`src/rtl/csa_shared_add_sched.sv`:
```
// rtl/csa_shared_add_sched.sv - two-requester round-robin scheduler over one shared 4-bit carry-select adder slice
// Contains the slice (csa_slice4) and the nibble-serial scheduler top (csa_shared_add_sched).

module csa_slice4 (
  input  logic [3:0] i_a,
  input  logic [3:0] i_b,
  input  logic       i_cin,
  output logic [3:0] o_sum,
  output logic       o_cout
);
  logic [4:0] w_s0;
  logic [4:0] w_s1;

  // Both carry hypotheses are computed up front; cin only drives the final select.
  assign w_s0 = {1'b0, i_a} + {1'b0, i_b};
  assign w_s1 = {1'b0, i_a} + {1'b0, i_b} + 5'd1;
  assign {o_cout, o_sum} = i_cin ? w_s1 : w_s0;
endmodule

module csa_shared_add_sched #(
  parameter int WIDTH = 16
) (
  input  logic             clk,
  input  logic             rst_n,
  input  logic             req0_valid,
  output logic             req0_ready,
  input  logic [WIDTH-1:0] req0_a,
  input  logic [WIDTH-1:0] req0_b,
  input  logic             req0_cin,
  input  logic             req1_valid,
  output logic             req1_ready,
  input  logic [WIDTH-1:0] req1_a,
  input  logic [WIDTH-1:0] req1_b,
  input  logic             req1_cin,
  output logic             rsp_valid,
  input  logic             rsp_ready,
  output logic             rsp_id,
  output logic [WIDTH-1:0] rsp_sum,
  output logic             rsp_cout
);
  localparam int NIB = WIDTH / 4;
  localparam int CW  = (NIB > 1) ? $clog2(NIB) : 1;

  typedef enum logic [1:0] {S_IDLE, S_RUN, S_DONE} state_t;

  state_t           r_state;
  state_t           w_next;
  logic             r_last_grant;
  logic [WIDTH-1:0] r_a;
  logic [WIDTH-1:0] r_b;
  logic             r_carry;
  logic [CW-1:0]    r_cnt;

  logic             w_grant0;
  logic             w_grant1;
  logic             w_accept;
  logic             w_last;
  logic [CW+1:0]    w_sh;
  logic [WIDTH-1:0] w_a_sh;
  logic [WIDTH-1:0] w_b_sh;
  logic [3:0]       w_slice_sum;
  logic             w_slice_cout;
  logic [WIDTH-1:0] w_sum_merge;

  // Contention goes to whichever requester was not granted last.
  assign w_grant0 = (r_state == S_IDLE) && req0_valid && (!req1_valid || r_last_grant);
  assign w_grant1 = (r_state == S_IDLE) && req1_valid && (!req0_valid || !r_last_grant);
  assign w_accept = w_grant0 || w_grant1;

  assign req0_ready = w_grant0;
  assign req1_ready = w_grant1;

  assign w_last = (r_cnt == CW'(NIB - 1));
  assign w_sh   = {r_cnt, 2'b00};
  assign w_a_sh = r_a >> w_sh;
  assign w_b_sh = r_b >> w_sh;

  csa_slice4 u_slice (
    .i_a    (w_a_sh[3:0]),
    .i_b    (w_b_sh[3:0]),
    .i_cin  (r_carry),
    .o_sum  (w_slice_sum),
    .o_cout (w_slice_cout)
  );

  assign w_sum_merge = (rsp_sum & ~(WIDTH'(4'hF) << w_sh)) | (WIDTH'(w_slice_sum) << w_sh);

  always_comb begin
    w_next = r_state;
    case (r_state)
      S_IDLE:  if (w_accept) w_next = S_RUN;
      S_RUN:   if (w_last) w_next = S_DONE;
      S_DONE:  if (rsp_ready) w_next = S_IDLE;
      default: w_next = S_IDLE;
    endcase
  end

  always_ff @(posedge clk or negedge rst_n) begin
    if (!rst_n) begin
      r_state      <= S_IDLE;
      r_last_grant <= 1'b1;
      r_a          <= '0;
      r_b          <= '0;
      r_carry      <= 1'b0;
      r_cnt        <= '0;
      rsp_valid    <= 1'b0;
      rsp_id       <= 1'b0;
      rsp_sum      <= '0;
      rsp_cout     <= 1'b0;
    end else begin
      r_state   <= w_next;
      rsp_valid <= (w_next == S_DONE);
      case (r_state)
        S_IDLE: begin
          if (w_accept) begin
            r_a          <= w_grant1 ? req1_a : req0_a;
            r_b          <= w_grant1 ? req1_b : req0_b;
            r_carry      <= w_grant1 ? req1_cin : req0_cin;
            r_cnt        <= '0;
            r_last_grant <= w_grant1;
            rsp_id       <= w_grant1;
          end
        end
        S_RUN: begin
          rsp_sum <= w_sum_merge;
          r_carry <= w_slice_cout;
          r_cnt   <= r_cnt + CW'(1);
          if (w_last) rsp_cout <= w_slice_cout;
        end
        default: ;
      endcase
    end
  end
endmodule

```
`config.mk`:
```
export PLATFORM = sky130hd
export DESIGN_NAME = csa_shared_add_sched
export DESIGN_NICKNAME = d
export VERILOG_FILES = /design/src/rtl/csa_shared_add_sched.sv
export SDC_FILE = /design/constraint.sdc
export NUM_CORES = 1
export LEC_CHECK = 0
export ABC_AREA = 0
export BUFFER_PORTS_ARGS = -buffer_cell sky130_fd_sc_hd__buf_2
export CAP_MARGIN = 20
export CORE_MARGIN = 2
export CORE_UTILIZATION = 47
export DETAILED_ROUTE_END_ITERATION = 10
export PLACE_DENSITY = 0.74
export SYNTH_ARGS = -nofsm -noshare
export SYNTH_HDL_FRONTEND = slang
export SYNTH_HIERARCHICAL = 1
export SYNTH_SLANG_ARGS = --single-unit
```
`constraint.sdc`:
```
create_clock -name clk -period 2.9 [get_ports clk]
set_input_delay 0.58 -clock clk [delete_from_list [all_inputs] [get_ports clk]]
set_output_delay 0.58 -clock clk [all_outputs]
set_load 0.02 [all_outputs]
```
==> flow_metrics.tcl <==
set metrics [dict create \
    grt_first_pass_wirelength_mm 10.45 \
    switchingPower_mw 2.374 \
    synth_top_family_by_area "multiplexers" \
    fin_nets 417 \
    dr_wl_met2_mm 3.158 \
    die_area_um2 7640 \
    path_cells "mux4_2, ha_4, inv_2, fa_1, inv_1, ha_2, nand2_2, or4_4, a2bb2oi_2, nand3_1, and2_1, a221o_1" \
    io_pins 92 \
    clkTransAtPathRegs_ps 70 \
    first_iter_violations 126 \
    drive_gt1_frac 0.6070 \
    total_power_mw 5.853 \
    status "finished with violations" \
    fin_skew_ps 8.284 \
    ir_drop_v 0.0005700 \
    synth_edf_count 0 \
    routed_wl_mm 6.327 \
    wl_met3_um 339 \
    areaGrowthSynthToFinish_pct 25.83 \
    syn_area_um2 3269 \
    clk-insertion-delay-late_ps 340 \
    start_kind "register" \
    final-setup-viol-count 1 \
    maxSlewHeadroom 0.5517 \
    finalMaxSlewViolations 0 \
    register_area_um2 1429 \
    fill_cells 538 \
    numCtsBuffers 9 \
    ys_ff_latch 57 \
    dp.cells 401 \
    critPathArrivalTime_ps 3180 \
    hold_viol 0 \
    postCtsHoldBufs 0 \
    routedWlPerCell_um 15.03 \
    drcViolationCount 0 \
    first_global_vias 2189 \
    cts.path.max_buffers 2 \
    crit_start "r_cnt[0]" \
    synthXorXnorAreaFrac 0.01339 \
    period_share 1.002 \
    critPathMaxFanout 6 \
    yosys_warnings 6 \
    synthFlopType "dfrtp_1" \
    cts_root_buffer "clkbuf_8" \
    wl_met1_mm 2.761 \
    cts.sinks 57 \
    power.density_nw_per_um2 1423 \
    vias 2231 \
    syn_avg_cell_area_um2 13.97 \
    grt_max_degree 35 \
    synth.mux.area_fraction 0.3364 \
    htreeDepth 3 \
    synth_cell_types 36 \
    max_freq_ghz 0.3442 \
    synth_adder_area_share 0.04057 \
    max_stage_delay_ps 550 \
    gr-total-overflow 0 \
    initial_utilization 0.4839 \
    setup_tns_ps -5.090 \
    place_congestion 0.8263 \
    viasPerCell 5.299 \
    synthSimpleGateAreaFrac 0.04133 \
    p_clk_frac 0.143 \
    synth_compound_area_frac 0.09529 \
    antenna_found_initial 0 \
    leakage_nw 1.989 \
    crit_path_end_kind "register" \
    port_buffers 91 \
    combinationalPowerShare 0.605 \
    violations "setup timing" \
    rsz0062_at_grt "yes" \
    worst_slew_pin_slew_ps 672.4 \
    die_x_um 87.41 \
    intPower_mw 3.478 \
    synthesis.nets 315 \
    setup_ws_ps -5.090 \
    diodes 0 \
    core-area_um2 6756 \
    dp_hpwl_mm 4.654 \
    period_needed_ps 2905 \
    synthArstFlopShare 1.000 \
    slowest_stage "mux4_2" \
    sw_frac_of_total 0.4057 \
    critPathRequiredTime_ps 3180 \
    top_layer "met4" \
    critPathKind "register to register" \
    fp-row-count 30 \
    grt_usage 0.1801 \
    fp.dieH_um 87.41 \
    ys_seq_area_frac 0.4367 \
    finalNonFillerCells 421 \
    hold_path_class "input pin to asynchronous set/reset pin" \
    cts_tree "built" \
    syn_inst 234 \
    firstDrtPassIters 4 \
    power_frac_seq 0.252 \
    worstReg2RegStart "r_cnt[0]" \
    ant_nets 0 \
    maxCapViolations 0 \
    multi_input_area_um2 1760 \
]
==> stage by stage <==
stage / hold WS, ps / setup slack (ps) / util / instance area, µm²
after global placement: 467.0 / 60.88 / 0.5654 / 3820
final: 266.2 / -5.090 / 0.6089 / 4114
after global routing: 316.4 / -139.1 / 0.6089 / 4114
after detailed placement: 472.5 / -44.66 / 0.5654 / 3820
after floorplan: 284.4 / -15.25 / - / 3282
after CTS: 274.8 / -5.802 / 0.6031 / 4075
==> synth_stat cells (2+ instances only) <==
master,number,share of area
o2bb2ai_1,4,0.011
a21o_1,2,0.0046
inv_1,9,0.010
dfrtp_1,56,0.43
mux2_4,44,0.20
xor2_1,3,0.0080
buf_2,4,0.0061
buf_6,3,0.010
mux4_2,8,0.055
a31oi_1,2,0.0038
mux2_2,23,0.079
a21oi_1,3,0.0046
o31ai_1,4,0.0092
buf_4,3,0.0069
nand2_1,16,0.018
a32o_1,12,0.037
nor2_1,4,0.0046
o21ai_0,3,0.0046
o21a_1,3,0.0069
and2_1,2,0.0038
nor2b_1,2,0.0038
ha_1,9,0.034
xnor2_1,2,0.0054
==> power by group through the flow <==
stage / Sequential [mW] / Combinational [mW] / Clock (mW)
6_report: 1.47 / 3.54 / 0.837
5_1_grt: 1.53 / 3.86 / 0.889
4_1_cts: 1.48 / 3.34 / 0.854
3_5_place_dp: 1.50 / 3.23 / 0
3_3_place_gp: 1.48 / 3.14 / 0
2_1_floorplan: 1.56 / 2.40 / 0
==> state kept, by name, indices dropped and copies added, names as in the netlist <==
name          flops
rsp_sum          16
r_state           2
r_carry           1
r_last_grant      1
r_cnt             2
rsp_valid         1
rsp_id            1
r_a              16
rsp_cout          1
r_b              16
==> what timing repair did <==
action	in CTS	in global routing
pin swaps	1	1
resized for setup	1	9
setup buffers	3	1
gates cloned	0	0
endpoints found under the setup margin	1	6
==> kinds of logic after synthesis <==
logic type	Yosys count
and+or+nand+nor	29
AOI/OAI and AO/OA	37
adders and majority gates	10
muxes	75
buffers and inverters	21
xor gates and xnor gates	5
DFF	57
==> path summary, 6_finish.rpt <==
kind	endpoint	slack, ps	cells past startpoint
min in group clk	rsp_valid	420	2
min	rsp_valid	270	1
max	r_carry	-5	12
max reg2reg	r_carry	-5	12
min reg2reg	rsp_id	490	1
max in group asynchronous	r_b[12]	1830	2
==> cells in the final DEF, fill, tap and decap left out, drive strengths merged, types with 2 or more instances in the layout <==
cell type	instances
nand2	16
mux4	8
xor2	3
mux2	67
bufinv	2
a21oi	3
o2bb2ai	4
dfrtp	56
nor2b	2
ha	9
and2	2
a32o	12
xnor2	2
inv	9
o21a	3
a21o	2
nor2	5
clkbuf	10
clkinvlp	3
buf	103
a31oi	2
o31ai	4
o21ai	3
==> routing by layer <==
| metal | vias up | GRT usage |
|---|---|---|
| li1 | 1076 | - |
| met1 | 1072 | 0.2355 |
| met2 | 76 | 0.2858 |
| met3 | 7 | 0.05024 |
| met4 | 0 | 0.06713 |
| met5 | - | 0 |
==> area by class of cell <==
| class | count | area share |
|---|---|---|
| flip-flops and latches | 57 | 0.3473 |
| inverters | 9 | 0.008212 |
| repair buffers | 103 | 0.1366 |
| multi-input cells | 156 | 0.4279 |
| clock inverters | 6 | 0.02220 |
| well taps | 80 | 0.02433 |
| clock buffers | 10 | 0.03345 |
==> critical path: cells and delay by family (launching register included) <==
| kind | cells | cell delay, ps |
|---|---|---|
| buffers and inverters | 2 | 110 |
| AOI/OAI and AO/OA | 2 | 240 |
| muxes | 1 | 550 |
| DFF | 1 | 430 |
| and+or+nand+nor | 4 | 730 |
| adders and majority gates | 3 | 780 |
No activity file was read; power rests on OpenSTA's default activity.
